===== src/rtl/iq_trip_pkg.sv =====
// Shared width helpers and arithmetic for the IQ trip monitor.
// Imported by the sum-of-squares pipeline and the monitor top.
package iq_trip_pkg;

  function automatic int mw_f(input int iw);
    return iw - 1;
  endfunction

  function automatic int sw_f(input int iw);
    return 2 * (iw - 1) + 1;
  endfunction

  function automatic int cw_f(input int nch);
    return (nch > 1) ? $clog2(nch) : 1;
  endfunction

  function automatic int sat_inc(
    input int v,
    input int maxv
  );
    return (v >= maxv) ? maxv : v + 1;
  endfunction

endpackage


===== src/rtl/iq_sumsq.sv =====
// I/Q pairing, ones-complement fold, square and sum pipeline.
// Q accepted at edge k gives sum/sum_valid after edge k+2.
module iq_sumsq
  import iq_trip_pkg::*;
#(
  parameter  int IW  = 9,
  parameter  int NCH = 4,
  localparam int MW  = mw_f(IW),
  localparam int SW  = sw_f(IW),
  localparam int CW  = cw_f(NCH)
) (
  input  logic          clk,
  input  logic          reset,
  input  logic [IW-1:0] in_val,
  input  logic          in_valid,
  input  logic          in_gate,
  input  logic [CW-1:0] in_chan,
  output logic [SW-1:0] sum,
  output logic          sum_valid,
  output logic [CW-1:0] sum_chan
);

  function automatic logic [MW-1:0] fold(
    input logic [IW-1:0] v
  );
    return v[IW-1] ? ~v[MW-1:0] : v[MW-1:0];
  endfunction

  logic            pend_q;
  logic            pend_d;
  logic            fire;
  logic [MW-1:0]   ai_q;
  logic [CW-1:0]   chp_q;

  logic            v1_q;
  logic [MW-1:0]   a1_q;
  logic [MW-1:0]   b1_q;
  logic [CW-1:0]   c1_q;

  logic            v2_q;
  logic [2*MW-1:0] sqi_q;
  logic [2*MW-1:0] sqq_q;
  logic [CW-1:0]   c2_q;

  logic            v3_q;
  logic [SW-1:0]   sum_q;
  logic [CW-1:0]   c3_q;

  // a gated sample always (re)starts a pair, dropping any pending I
  assign pend_d = in_valid & in_gate;
  assign fire   = pend_q & in_valid & ~in_gate;

  always_ff @(posedge clk) begin
    if (reset) begin
      pend_q <= 1'b0;
      v1_q   <= 1'b0;
      v2_q   <= 1'b0;
      v3_q   <= 1'b0;
    end else begin
      pend_q <= pend_d;
      v1_q   <= fire;
      v2_q   <= v1_q;
      v3_q   <= v2_q;
    end
  end

  always_ff @(posedge clk) begin
    if (pend_d) begin
      ai_q  <= fold(in_val);
      chp_q <= in_chan;
    end
    if (fire) begin
      a1_q <= ai_q;
      b1_q <= fold(in_val);
      c1_q <= chp_q;
    end
    sqi_q <= {{MW{1'b0}}, a1_q} * {{MW{1'b0}}, a1_q};
    sqq_q <= {{MW{1'b0}}, b1_q} * {{MW{1'b0}}, b1_q};
    c2_q  <= c1_q;
    sum_q <= {1'b0, sqi_q} + {1'b0, sqq_q};
    c3_q  <= c2_q;
  end

  assign sum       = sum_q;
  assign sum_valid = v3_q;
  assign sum_chan  = c3_q;

endmodule


===== src/rtl/iq_trip_mon.sv =====
// Multi-channel IQ trip monitor: per-channel persistence count,
// sticky trip flag and peak-hold with registered readout.
module iq_trip_mon
  import iq_trip_pkg::*;
#(
  parameter  int IW  = 9,
  parameter  int NCH = 4,
  parameter  int PW  = 4,
  localparam int SW  = sw_f(IW),
  localparam int CW  = cw_f(NCH)
) (
  input  logic           clk,
  input  logic           reset,
  input  logic [IW-1:0]  in_val,
  input  logic           in_valid,
  input  logic           in_gate,
  input  logic [CW-1:0]  in_chan,
  input  logic [SW-1:0]  trip_thresh,
  input  logic [PW-1:0]  persist,
  input  logic [NCH-1:0] trip_clear,
  input  logic [NCH-1:0] peak_clear,
  input  logic [CW-1:0]  rd_chan,
  output logic [NCH-1:0] tripped,
  output logic           trip_any,
  output logic [SW-1:0]  rd_peak
);

  localparam int CNT_MAX = (1 << PW) - 1;

  logic [SW-1:0]  sum;
  logic           sum_valid;
  logic [CW-1:0]  sum_chan;

  logic [PW-1:0]  cnt_q  [NCH];
  logic [PW-1:0]  cnt_d  [NCH];
  logic [SW-1:0]  peak_q [NCH];
  logic [SW-1:0]  peak_d [NCH];
  logic [NCH-1:0] trip_q;
  logic [NCH-1:0] trip_d;
  logic           any_q;
  logic [SW-1:0]  rd_q;
  logic [SW-1:0]  rd_d;
  logic           over;
  int             need;

  iq_sumsq #(
    .IW  (IW),
    .NCH (NCH)
  ) u_sumsq (
    .clk       (clk),
    .reset     (reset),
    .in_val    (in_val),
    .in_valid  (in_valid),
    .in_gate   (in_gate),
    .in_chan   (in_chan),
    .sum       (sum),
    .sum_valid (sum_valid),
    .sum_chan  (sum_chan)
  );

  assign over = sum > trip_thresh;

  always_comb begin
    need = (persist == '0) ? 1 : int'(persist);
  end

  // pairs for channels >= NCH match no c and are dropped here
  always_comb begin
    for (int c = 0; c < NCH; c++) begin
      cnt_d[c]  = cnt_q[c];
      trip_d[c] = trip_q[c];
      peak_d[c] = peak_q[c];
      if (sum_valid && (int'(sum_chan) == c)) begin
        if (over) begin
          cnt_d[c] = PW'(sat_inc(int'(cnt_q[c]), CNT_MAX));
          if (int'(cnt_q[c]) + 1 >= need) begin
            trip_d[c] = 1'b1;
          end
        end else begin
          cnt_d[c] = '0;
        end
        if (sum > peak_q[c]) begin
          peak_d[c] = sum;
        end
      end
      if (trip_clear[c]) begin
        cnt_d[c]  = '0;
        trip_d[c] = 1'b0;
      end
      if (peak_clear[c]) begin
        peak_d[c] = '0;
      end
    end
  end

  always_comb begin
    rd_d = '0;
    for (int c = 0; c < NCH; c++) begin
      if (int'(rd_chan) == c) begin
        rd_d = peak_q[c];
      end
    end
  end

  always_ff @(posedge clk) begin
    if (reset) begin
      for (int c = 0; c < NCH; c++) begin
        cnt_q[c]  <= '0;
        peak_q[c] <= '0;
      end
      trip_q <= '0;
      any_q  <= 1'b0;
      rd_q   <= '0;
    end else begin
      cnt_q  <= cnt_d;
      peak_q <= peak_d;
      trip_q <= trip_d;
      any_q  <= |trip_q;
      rd_q   <= rd_d;
    end
  end

  assign tripped  = trip_q;
  assign trip_any = any_q;
  assign rd_peak  = rd_q;

endmodule


===== config.mk =====
export PLATFORM = sky130hd
export DESIGN_NAME = iq_trip_mon
export DESIGN_NICKNAME = d
export VERILOG_FILES = /design/src/rtl/iq_trip_pkg.sv /design/src/rtl/iq_sumsq.sv /design/src/rtl/iq_trip_mon.sv
export SDC_FILE = /design/constraint.sdc
export NUM_CORES = 1
export LEC_CHECK = 0
export ABC_AREA = 1
export BUFFER_PORTS_ARGS = -buffer_cell sky130_fd_sc_hd__buf_2
export CAP_MARGIN = 20
export CELL_PAD_IN_SITES_DETAIL_PLACEMENT = 1
export CELL_PAD_IN_SITES_GLOBAL_PLACEMENT = 1
export CORE_MARGIN = 1.5
export CORE_UTILIZATION = 46
export DETAILED_ROUTE_END_ITERATION = 10
export GPL_ROUTABILITY_DRIVEN = 0
export PLACE_DENSITY_LB_ADDON = 0.2
export SLEW_MARGIN = 25
export SYNTH_ARGS = -nofsm -noshare
export SYNTH_HDL_FRONTEND = slang
export SYNTH_HIERARCHICAL = 1
export SYNTH_SLANG_ARGS = --single-unit

===== constraint.sdc =====
create_clock -name clk -period 4.5 [get_ports clk]
set_input_delay 1.125 -clock clk [delete_from_list [all_inputs] [get_ports clk]]
set_output_delay 1.125 -clock clk [all_outputs]
set_load 0.02 [all_outputs]

## After elaboration in Yosys (flattened, before gate mapping)

Index checks and enable logic that the tools add are counted.

- Register bits: 191

- $add $sub $neg: 5
- Multipliers: 2
- Magnitude comparators: 13
- Equality and inequality tests: 6
- Mux-type cells: 14
- Bitwise operators: 5
- Reduce and logical (&&, ||, !) cells: 24

Operator list:

| operator | number |
|---|---|
| $gt A17 B17 Y1 | 5 |
| $mux W17 | 4 |
| $mux W4 | 9 |
| $mul A8 B8 Y16 | 2 |
| $add A4 B1 Y5 const B | 4 |
| $ge A5 B4 Y1 | 4 |
| $add A16 B16 Y17 | 1 |
| $ge A4 B4 Y1 const B | 4 |
| $reduce_or A2 Y1 | 8 |
| $reduce_and A3 Y1 | 4 |
| $eq A2 B2 Y1 const B | 4 |
| $mux W8 | 1 |
| $not A8 Y8 | 1 |
| $reduce_and A2 Y1 | 4 |
| $eq A2 B1 Y1 const B | 2 |
| $logic_and A1 B1 Y1 | 4 |
| $logic_not A2 Y1 | 2 |
| $logic_not A4 Y1 | 1 |
| $reduce_or A4 Y1 | 1 |
| $and A1 B1 Y1 | 3 |
| $not A1 Y1 | 1 |

## Logic depth before layout (Yosys ltp)

Gate-level depths: netlist of run 1.

- Depth after elaboration: 5
- Mapped depth: 20

## Hierarchy

The synthesis of run 1 kept the hierarchy.

By module, submodules not included:

| module | instances | cells each | area each (um^2) | sequential area each (um^2) |
|---|---|---|---|---|
| iq_trip_mon | 1 | 1136 | 7574.8 | 2122.0 |
| iq_sumsq | 1 | 806 | 6523.8 | 1941.9 |

## Worst setup path before layout of run 1

Ideal clock, no wire load.

- Kind: reg2reg
- Start: register u_sumsq.b1_q[7]
- End: register u_sumsq.sqq_q[12]
- Library setup time: 113 ps
- Arrival: 3690 ps
- Data required time: 4387 ps
- Slack: 698 ps
- Cell stages (with the launch flop): 17
- Path buffers: 1
- Path through: edfxtp_1 > clkbuf_1 > nand2_1 > fa_1 > inv_1 > fa_1 > fa_1 > inv_1 > fa_1 > inv_1 > ha_1 > a21oi_1 > nor2_1 > nor2_1 > nand3_1 > nand2_1 > nand2_1

- Longest elaborated chain between the ends: 1

Ends and longest elaborated chain:

| element | RTL line | source |
|---|---|---|
| start, declared | iq_sumsq.sv:37 | `logic [MW-1:0] b1_q;` |
| start signal, assigned | iq_sumsq.sv:74 | `b1_q <= fold(in_val);` |
| $mul A8 B8 Y16 | iq_sumsq.sv:78 | `sqq_q <= {{MW{1'b0}}, b1_q} * {{MW{1'b0}}, b1_q};` |
| end signal, assigned | iq_sumsq.sv:78 |  |
| end, declared | iq_sumsq.sv:42 | `logic [2*MW-1:0] sqq_q;` |

Every way passes these cells.
A chain may end at the register's enable or synchronous reset.

## Worst setup path after layout of run 1

- Start: register u_sumsq.b1_q[2]
- End: register u_sumsq.sqq_q[12]

The elaborated chain is that of the path after synthesis.

==> results.txt, run 1 <==
Post-Syn Instances - 1942
Routed vias - 12197
Initial drt markers - 491
Critical path class - reg2reg
Routed Antenna Nets - 0
M2 GR Usage - 0.464
Crit-path cells - nand2_1, fa_1, inv_1, fa_1, fa_1, inv_1, fa_1, inv_1, ha_1, a21oi_1, nor2_1, nor2_1, nand3_1, nand2_1, nand2_1
Final setup vio count - 0
Clock Latency Late Sink - 460 ps
Worst slew pin tran - 1030 ps
Synth-to-layout area growth - 8.99%
Largest net degree at the start of global routing - 33
CTS tree - yes
Int Pwr - 3.13 mW
First-pass GRT wire length - 62800 um
CTS Root Buffer Type - clkbuf_16
WL final - 37800 um
Hold buffers post-CTS - 0
I/O pin total - 68
Final Cell Area - 15400 um^2
HPWL after DPL - 29800 um
Worst hold path class - reg2reg
Buffers on Ports - 67
Place WS - 418 ps
Initial Util - 0.472
Crit path launch type - flip-flop
CTS Sinks - 189
Met3 Use GR - 0.0358
TritonRoute pass-1 iters - 5
Pwr per Cell Area - 329 nW/um^2
Status - finished clean
Clock transition at path regs - 80 ps
Syn_nets - 2218
Crit path buf inv count - 3
Inst Count DP - 2364
Setup ws final - 450 ps
Fin crit period - 4050 ps
Slowest CP cell - fa_1
Comb power frac - 0.297
Top-count cell post-synth - nand2_1
Clk_skew - 17.0 ps
P_leak - 8.18 nW
Yosys top cell area share - 0.229
Post-synth EDFFs - 28
Total global-route track usage - 0.252
VDD IR-drop max - 0.000280 V
Seq cells post-synth - 189
Final Cycle Share - 0.900
Share of cells above drive strength 1 - 0.0887
Switching Fraction - 0.380
Slew Viols, Final - 0
DIE AREA - 31700 um^2
DRC Markers - 0
Max Clk Rate - 0.247 GHz
Synth top area cells - dfxtp_1 23%, ha_1 16%, nand2_1 13%
GRT busiest layer - met2
Post-synthesis sequential area ratio - 0.288
Net load switching power - 1.92 mW
Setup Buffers After CTS - 0
Vias in the first global route - 13026
PostCTS Resize Cnt - 0
Syn Std Cell Area - 14100 um^2
CP Data Required Time - 4850 ps
CTS buffer count - 17
RSZ-0062 raised after global routing - no
Area after DPL - 14800 um^2
Total of max-cap violations - 0
Vias per cell - 5.08
Critical path peak fanout - 8
H-Tree Depth - 4
Post-route insts no fill - 2400
Post-synth top cells - 498 x nand2_1, 355 x inv_1, 221 x nor2_1, 180 x ha_1, 161 x dfxtp_1
CP delay by family, top - adder cells
# rows - 63
Top_reg_cell synth - dfxtp_1
Post-synth cell types - 49
CP arrival - 4400 ps
Clock tree buffer depth - 2
Largest stage delay on the critical path - 550 ps
Number of fill cells - 3888
Clk pwr share - 0.307
Ys async rst share - 0
Rel. slew slack - 0.312
GRT met1 Usage - 0.292
CP Capture Type - flip-flop
Gr ovfl total - 0
Die width - 178 um
Initial antenna violation count - 4
Routed len/inst - 15.8 um
Core Area - 29900 um^2
Reg power frac - 0.395
Area leader, netlist - dfxtp_1
Chip Height - 178 um
CP most frequent cell - fa_1
Final Net Count - 2269
Yosys Warn Count - 6
Final Util - 0.514
Syn_area_per_cell - 7.26 um^2
Final setup TNS - 0 ps
Final hold vios - 0
-- worst register-to-register path: stages (launching register included) --
cell and delay [ps]:
edfxtp_1 530, nand2_1 130, fa_1 550, inv_1 70, fa_1 510, fa_1 550
inv_1 60, fa_1 540, inv_1 40, ha_1 340, a21oi_1 220, nor2_1 60
nor2_1 140, nand3_1 100, nand2_1 70, nand2_1 40
-- power groups by stage --
stage	Sequential [mW]	Combinational [mW]	Clock (mW)
floorplan	1.95	1.11	0
global placement	2.03	1.41	0
detailed placement	2.04	1.49	0
CTS	2.00	1.52	1.59
global route	2.01	1.73	1.66
finish	2.00	1.50	1.55
-- cell usage in the layout, fill, tap and decap left out, types with 2 or more instances in the layout --
master | synthesis | final
a21boi_1 | 3 | 3
a21o_1 | 6 | 6
a21oi_1 | 89 | 89
a31oi_4 | 2 | 2
buf_2 | 7 | 67
buf_4 | 5 | 7
bufinv_8 | 6 | 6
clkbuf_16 | 0 | 17
clkinv_1 | 5 | 5
clkinv_8 | 0 | 4
dfxtp_1 | 161 | 161
diode_2 | 0 | 4
edfxtp_1 | 28 | 28
fa_1 | 50 | 50
ha_1 | 180 | 180
inv_1 | 355 | 355
inv_2 | 20 | 20
inv_4 | 1 | 2
inv_6 | 0 | 5
inv_8 | 0 | 4
nand2_1 | 498 | 498
nand2_2 | 7 | 7
nand2_4 | 2 | 2
nand3_1 | 79 | 79
nand3_2 | 4 | 4
nand3b_1 | 2 | 2
nand4_1 | 44 | 44
nor2_1 | 221 | 219
nor2_2 | 16 | 18
nor3_1 | 6 | 5
nor3_2 | 2 | 3
nor3_4 | 3 | 3
o21ai_0 | 10 | 10
o21ai_1 | 17 | 17
o21bai_1 | 3 | 3
o22ai_1 | 16 | 16
or2_1 | 9 | 9
or2_2 | 2 | 2
xnor2_1 | 15 | 15
xor2_1 | 27 | 27
-- state kept, by name, summed over array words and instances, names as in the netlist, 2 cells and up --
register / count
cnt_q: 16
peak_q: 68
rd_peak: 17
tripped: 4
u_sumsq/a1_q: 8
u_sumsq/ai_q: 8
u_sumsq/b1_q: 8
u_sumsq/c1_q: 2
u_sumsq/c2_q: 2
u_sumsq/chp_q: 2
u_sumsq/sqi_q: 15
u_sumsq/sqq_q: 15
u_sumsq/sum: 17
u_sumsq/sum_chan: 2
-- cell type report --
| class | count | area [um^2] | area share |
|---|---|---|---|
| antenna | 4 | 10.0 | 0.000651 |
| clock buffer | 17 | 425 | 0.0277 |
| clock inverter | 15 | 169 | 0.0110 |
| inverter | 388 | 1540 | 0.100 |
| multi-input combinational | 1323 | 8280 | 0.539 |
| sequential | 189 | 4060 | 0.264 |
| tap | 390 | 488 | 0.0318 |
| timing repair buffer | 74 | 388 | 0.0252 |
-- final timing paths --
path,end,slack [ps],depth (start not counted),start
worst max-delay path,u_sumsq/sqq_q[12],450,15,u_sumsq/b1_q[2]
worst min-delay path,u_sumsq/sum_chan[0],330,0,u_sumsq/c2_q[0]
worst max register to register,u_sumsq/sqq_q[12],450,15,u_sumsq/b1_q[2]
worst min register to register,u_sumsq/sum_chan[0],330,0,u_sumsq/c2_q[0]
-- routing by layer --
metal	up-vias	share of wire
met4	2	0.031
met3	69	0.029
li1	6128	-
met5	-	0.00032
met1	5832	0.43
met2	166	0.51
-- logic make-up (layout without fill, tap and decap cells) --
family	count (synthesis)	after routing	share of synthesized area
compound gates	151	151	0.0606
xor+xnor	42	42	0.0261
fa+ha+maj	230	230	0.231
buf+inv	430	494	0.125
flops	189	189	0.288
other cells	0	4	0
simple gates	900	900	0.269
-- per-stage QoR --
stage	hold WS, ps	total power [mW]
floorplan	310	3.06
global placement	314	3.44
detailed placement	313	3.53
CTS	332	5.10
global route	338	5.40
finish	332	5.05
Power figures use the tool's default switching activity.
==> inputs of run 2 (changes only) <==
--- a/config.mk
+++ b/config.mk
@@ -10,8 +10,8 @@
 export CAP_MARGIN = 20
 export CELL_PAD_IN_SITES_DETAIL_PLACEMENT = 1
 export CELL_PAD_IN_SITES_GLOBAL_PLACEMENT = 1
-export CORE_MARGIN = 1.5
-export CORE_UTILIZATION = 46
+export CORE_MARGIN = 10
+export CORE_UTILIZATION = 50
 export DETAILED_ROUTE_END_ITERATION = 10
 export GPL_ROUTABILITY_DRIVEN = 0
 export PLACE_DENSITY_LB_ADDON = 0.2
==> constraint.sdc (replaced) <==
create_clock -name clk -period 5.13 [get_ports clk]
set_input_delay 1.2825 -clock clk [delete_from_list [all_inputs] [get_ports clk]]
set_output_delay 1.2825 -clock clk [all_outputs]
set_load 0.02 [all_outputs]
==> run 2 against run 1 <==
  * Worst setup slack gained 590 ps
  * Sequential share of layout area grew 0.15 points
  * Maximum frequency shrank 0.95%
  * Combinational power shrank 12%
  * Utilization grew 3.6 points
  * Highest routed layer unchanged
  * Clock skew shrank 5.2 ps
  * Critical endpoint is now u_sumsq/sqi_q[14]
  * Hold slack gained 16 ps
  * Global-route usage shrank 2.2 points
  * Die area grew 11%
  * Non-clock buffer count shrank 2
  * First-iteration DRC count grew 4.7%
  * Total power shrank 13%
==> results.txt, run 2 (synthesis results as in run 1) <==
Status - finished clean (unchanged)
Core Area - 27800 um^2 (was 29900 um^2)
DIE AREA - 35300 um^2 (was 31700 um^2)
Largest stage delay on the critical path - 600 ps (was 550 ps)
Hold buffers post-CTS - 0 (unchanged)
RSZ-0062 raised after global routing - no (unchanged)
Max Clk Rate - 0.245 GHz (was 0.247 GHz)
Chip Height - 188 um (was 178 um)
Routed vias - 12372 (was 12197)
First-pass GRT wire length - 66700 um (was 62800 um)
Initial antenna violation count - 1 (was 4)
Worst slew pin tran - 1070 ps (was 1030 ps)
Initial drt markers - 514 (was 491)
CTS Root Buffer Type - clkbuf_16 (unchanged)
Crit path launch type - flip-flop (unchanged)
Routed len/inst - 16.9 um (was 15.8 um)
Most common cell after layout, fill and taps aside - nand2_1 (unchanged)
Comb power frac - 0.301 (was 0.297)
Most frequent cells in the layout - 498 x nand2_1, 355 x inv_1, 220 x nor2_1 (was 498 x nand2_1, 355 x inv_1, 219 x nor2_1)
CTS buffer count - 17 (unchanged)
HPWL after DPL - 31200 um (was 29800 um)
Slew Viols, Final - 0 (unchanged)
Int Pwr - 2.76 mW (was 3.13 mW)
Clock transition at path regs - 70 ps (was 80 ps)
CP most frequent cell - nand2_1 (was fa_1)
Number of flip-flops in the largest register - 68 (unchanged)
TritonRoute pass-1 iters - 5 (unchanged)
Clock tree buffer depth - 2 (unchanged)
VDD IR-drop max - 0.000216 V (was 0.000280 V)
Switching Fraction - 0.371 (was 0.380)
Share of cells above drive strength 1 - 0.0863 (was 0.0887)
Buffers on Ports - 67 (unchanged)
Initial Util - 0.507 (was 0.472)
PostCTS Resize Cnt - 0 (unchanged)
Critical path class - reg2reg (unchanged)
CP Capture Type - flip-flop (unchanged)
Total of max-cap violations - 0 (unchanged)
Reg power frac - 0.403 (was 0.395)
WL final - 40200 um (was 37800 um)
Setup Buffers After CTS - 0 (unchanged)
Clk pwr share - 0.297 (was 0.307)
CP Data Required Time - 5470 ps (was 4850 ps)
H-Tree Depth - 4 (unchanged)
Rel. slew slack - 0.288 (was 0.312)
Slowest CP cell - edfxtp_1 (was fa_1)
Fin crit period - 4090 ps (was 4050 ps)
Routed Antenna Nets - 0 (unchanged)
CP delay by family, top - adder cells (unchanged)
Pwr per Cell Area - 287 nW/um^2 (was 329 nW/um^2)
Met3 Use GR - 0.0328 (was 0.0358)
I/O pin total - 68 (unchanged)
GRT met1 Usage - 0.255 (was 0.292)
Crit path buf inv count - 4 (was 3)
M2 GR Usage - 0.435 (was 0.464)
Final setup TNS - 0 ps (unchanged)
Clk_skew - 11.8 ps (was 17.0 ps)
Final hold vios - 0 (unchanged)
Vias per cell - 5.19 (was 5.08)
Synth-to-layout area growth - 8.38% (was 8.99%)
P_leak - 8.14 nW (was 8.18 nW)
Net load switching power - 1.62 mW (was 1.92 mW)
Reg with most FFs - peak_q (unchanged)
CTS Sinks - 189 (unchanged)
GRT busiest layer - met2 (unchanged)
Worst hold margin - 348 ps (was 332 ps)
CTS tree - yes (unchanged)
Final setup vio count - 0 (unchanged)
# rows - 61 (was 63)
Crit-path cells - nand2_1, fa_1, inv_1, fa_1, fa_1, inv_1, fa_1, inv_1, ha_1, nand2_1, inv_1, nand2_1, nand2_1, nand2_1, nand3_1, nand2_1, nand2_1 (was nand2_1, fa_1, inv_1, fa_1, fa_1, inv_1, fa_1, inv_1, ha_1, a21oi_1, nor2_1, nor2_1, nand3_1, nand2_1, nand2_1)
Die width - 188 um (was 178 um)
Vias in the first global route - 13513 (was 13026)
CP arrival - 4430 ps (was 4400 ps)
Clock Latency Late Sink - 450 ps (was 460 ps)
Final Cycle Share - 0.797 (was 0.900)
Largest net degree at the start of global routing - 33 (unchanged)
Total global-route track usage - 0.230 (was 0.252)
Critical path peak fanout - 11 (was 8)
# diodes - 0 (was 4)
Final Net Count - 2267 (was 2269)
Gr ovfl total - 0 (unchanged)
DRC Markers - 0 (unchanged)
Worst hold path class - reg2reg (unchanged)
==> run 2: changes by cell type in the layout (fill, tap and decap cells not counted), moves of 2 or more <==
cell / change
buf_4: -2
clkbuf_1: +2
clkinv_2: +3
clkinv_8: -4
clkinvlp_4: +5
diode_2: -4
inv_6: -3
inv_8: -4
==> run 2: cell type report <==
cell class                      count  area [um^2]
Sequential cell                   189         4060
Multi-Input combinational cell   1323         8280
Timing Repair Buffer               72          373
Clock buffer                       19          433
Fill cell                        3717        12500
Tap cell                          378          473
Inverter                          388         1540
Clock inverter                     13          118
==> run 2: per-stage QoR <==
step	utilization	instances	total power [mW]	area, um^2	setup WS (ps)
after floorplan	-	1942	2.68	14100	1330
after global placement	0.530	2350	3.01	14700	1210
after detailed placement	0.530	2350	3.10	14700	1110
after CTS	0.550	2382	4.41	15300	1070
after global routing	0.550	2382	4.68	15300	797
final	0.550	2382	4.38	15300	1040
==> run 2: worst register-to-register path: cells and delay by family, from the launching register on <==
kind,cells,cell delay (ps)
adders and majority gates,5,2470
buffers and inverters,4,230
DFF,1,600
and+or+nand+nor,8,680
==> run 2: final timing paths <==
kind | cells past startpoint | slack, ps | from | to
max | 17 | 1040 | u_sumsq/a1_q[5] | u_sumsq/sqi_q[14]
max reg2reg | 17 | 1040 | u_sumsq/a1_q[5] | u_sumsq/sqi_q[14]
min reg2reg | 0 | 350 | u_sumsq/c2_q[0] | u_sumsq/sum_chan[0]
min | 0 | 350 | u_sumsq/c2_q[0] | u_sumsq/sum_chan[0]
==> run 2: power groups by stage <==
| stage | Clock [mW] | Combinational, mW | Sequential, mW |
|---|---|---|---|
| detailed placement | 0 | 1.30 | 1.79 |
| CTS | 1.32 | 1.32 | 1.76 |
| finish | 1.30 | 1.32 | 1.76 |
| global route | 1.37 | 1.53 | 1.78 |
| floorplan | 0 | 0.970 | 1.71 |
| global placement | 0 | 1.22 | 1.79 |
==> run 2: layer usage <==
layer,vias up,part of all wire
met5,-,0.00025
li1,6106,-
met1,6024,0.41
met2,173,0.53
met4,2,0.027
met3,67,0.030
==> inputs of run 3 (changes only) <==
--- a/config.mk
+++ b/config.mk
@@ -11,7 +11,7 @@
 export CELL_PAD_IN_SITES_DETAIL_PLACEMENT = 1
 export CELL_PAD_IN_SITES_GLOBAL_PLACEMENT = 1
 export CORE_MARGIN = 10
-export CORE_UTILIZATION = 50
+export CORE_UTILIZATION = 46
 export DETAILED_ROUTE_END_ITERATION = 10
 export GPL_ROUTABILITY_DRIVEN = 0
 export PLACE_DENSITY_LB_ADDON = 0.2
==> constraint.sdc (replaced) <==
create_clock -name clk -period 4.1 [get_ports clk]
set_input_delay 1.025 -clock clk [delete_from_list [all_inputs] [get_ports clk]]
set_output_delay 1.025 -clock clk [all_outputs]
set_load 0.02 [all_outputs]
==> run 3 against run 2 <==
  * Sequential cell count stayed put
  * Final cell count is 2.2% higher
  * Global-route usage is 2.5 points lower
  * Via count is 0.13% lower
  * Largest power group unchanged
==> results.txt, run 3 (synthesis results as in run 1) <==
Status - finished clean (unchanged)
Vias in the first global route - 13152 (was 13513)
CP arrival - 4350 ps (was 4430 ps)
Final setup vio count - 0 (unchanged)
Initial antenna violation count - 0 (was 1)
Most common cell after layout, fill and taps aside - nand2_1 (unchanged)
Worst slew pin tran - 1100 ps (was 1070 ps)
I/O pin total - 68 (unchanged)
Fin crit period - 4000 ps (was 4090 ps)
DRC Markers - 0 (unchanged)
Slew Viols, Final - 0 (unchanged)
Area after DPL - 14900 um^2 (was 14700 um^2)
Share of cells above drive strength 1 - 0.111 (was 0.0863)
Crit path launch type - flip-flop (unchanged)
CTS tree - yes (unchanged)
Clock tree buffer depth - 2 (unchanged)
First-pass GRT wire length - 64000 um (was 66700 um)
Reg area - 4060 um^2 (unchanged)
Rel. slew slack - 0.267 (was 0.288)
Gr ovfl total - 0 (unchanged)
Clock transition at path regs - 80 ps (was 70 ps)
WL final - 39700 um (was 40200 um)
Final Net Count - 2301 (was 2267)
Final setup TNS - 0 ps (unchanged)
Buffers on Ports - 67 (unchanged)
Place WS - 90.8 ps (was 1110 ps)
Multi-input combinational cell area - 8370 um^2 (was 8280 um^2)
Final Cycle Share - 0.976 (was 0.797)
VDD IR-drop max - 0.000298 V (was 0.000216 V)
Critical path class - reg2reg (unchanged)
CP Capture Type - flip-flop (unchanged)
P_leak - 8.35 nW (was 8.14 nW)
Reg with most FFs - peak_q (unchanged)
Clk_skew - 18.1 ps (was 11.8 ps)
Worst hold path class - reg2reg (unchanged)
Hold buffers post-CTS - 0 (unchanged)
Routed vias - 12356 (was 12372)
DIE AREA - 38100 um^2 (was 35300 um^2)
Setup ws final - 98.4 ps (was 1040 ps)
Chip Height - 195 um (was 188 um)
Routed len/inst - 16.3 um (was 16.9 um)
Critical path peak fanout - 7 (was 11)
Clock Latency Late Sink - 470 ps (was 450 ps)
H-Tree Depth - 4 (unchanged)
CTS Root Buffer Type - clkbuf_16 (unchanged)
Die width - 195 um (was 188 um)
Number of flip-flops in the largest register - 68 (unchanged)
Vias per cell - 5.08 (was 5.19)
HPWL after DPL - 30800 um (was 31200 um)
Pwr per Cell Area - 361 nW/um^2 (was 287 nW/um^2)
# diodes - 0 (unchanged)
Final Cell Area - 15700 um^2 (was 15300 um^2)
Core Area - 30400 um^2 (was 27800 um^2)
# rows - 64 (was 61)
Initial drt markers - 458 (was 514)
Routed Antenna Nets - 0 (unchanged)
Total of max-cap violations - 0 (unchanged)
Number of fill cells - 3935 (was 3717)
Most frequent cells in the layout - 492 x nand2_1, 355 x inv_1, 217 x nor2_1 (was 498 x nand2_1, 355 x inv_1, 220 x nor2_1)
TritonRoute pass-1 iters - 5 (unchanged)
Total global-route track usage - 0.205 (was 0.230)
Initial Util - 0.463 (was 0.507)
CP Data Required Time - 4450 ps (was 5470 ps)
CTS Sinks - 189 (unchanged)
Max Clk Rate - 0.250 GHz (was 0.245 GHz)
Final hold vios - 0 (unchanged)
Total power - 5.67 mW (was 4.38 mW)
Largest net degree at the start of global routing - 33 (unchanged)
CTS buffer count - 17 (unchanged)
Synth-to-layout area growth - 11.5% (was 8.38%)
## run 3: power breakdown
| part | internal [mW] | leakage (nW) | switching [mW] |
|---|---|---|---|
| Combinational | 0.649 | 6.48 | 1.09 |
| Sequential | 1.99 | 1.57 | 0.166 |
| Clock | 0.912 | 0.301 | 0.861 |
| Total | 3.56 | 8.35 | 2.12 |
## run 3: layout make-up
| class | instances | area share |
|---|---|---|
| Clock buffer | 18 | 0.0287 |
| Clock inverter | 14 | 0.0107 |
| Inverter | 388 | 0.0982 |
| Multi-Input combinational cell | 1323 | 0.532 |
| Sequential cell | 189 | 0.259 |
| Tap cell | 396 | 0.0315 |
| Timing Repair Buffer | 106 | 0.0400 |
## run 3: final timing paths
path / from / endpoint / slack [ps] / depth (start not counted)
min reg2reg: u_sumsq/c1_q[1] / u_sumsq/c2_q[1] / 340 / 0
max reg2reg: u_sumsq/a1_q[7] / u_sumsq/sqi_q[13] / 100 / 18
min: u_sumsq/c1_q[1] / u_sumsq/c2_q[1] / 340 / 0
max: u_sumsq/a1_q[7] / u_sumsq/sqi_q[13] / 100 / 18
## run 3: per-layer routing
layer | vias to the layer above | global-route usage | routed length (um)
met4 | 0 | 0.0656 | 872
met3 | 51 | 0.0264 | 884
met5 | - | 0 | 0
met1 | 5995 | 0.229 | 16700
li1 | 6178 | - | -
met2 | 132 | 0.390 | 21300
## run 3: stage by stage
stage          utilization  std cells  hold slack (ps)
2_1_floorplan            -       1942              310
3_3_place_gp         0.489       2384              330
3_5_place_dp         0.489       2384              329
4_1_cts              0.509       2416              345
5_1_grt              0.516       2434              354
6_report             0.516       2434              343
## run 3: timing repair
item,4_1_cts,5_1_grt
gates resized for setup,0,19
endpoints found under the setup margin,0,13
setup buffers,0,18
endpoints found under the hold margin,0,0
## run 3: critical path, cell delays in order (launching register included)
cell and delay [ps]:
edfxtp_1 510, buf_4 190, nand2_1 60, inv_1 70, fa_1 470, fa_1 550, inv_1 60, fa_1 500
fa_1 550, inv_1 60, ha_4 260, nand2_2 90, inv_1 60, nand2_1 70, nand3_1 80, nand2_1 100
nand3_1 90, nand2_1 70, nand2_1 50
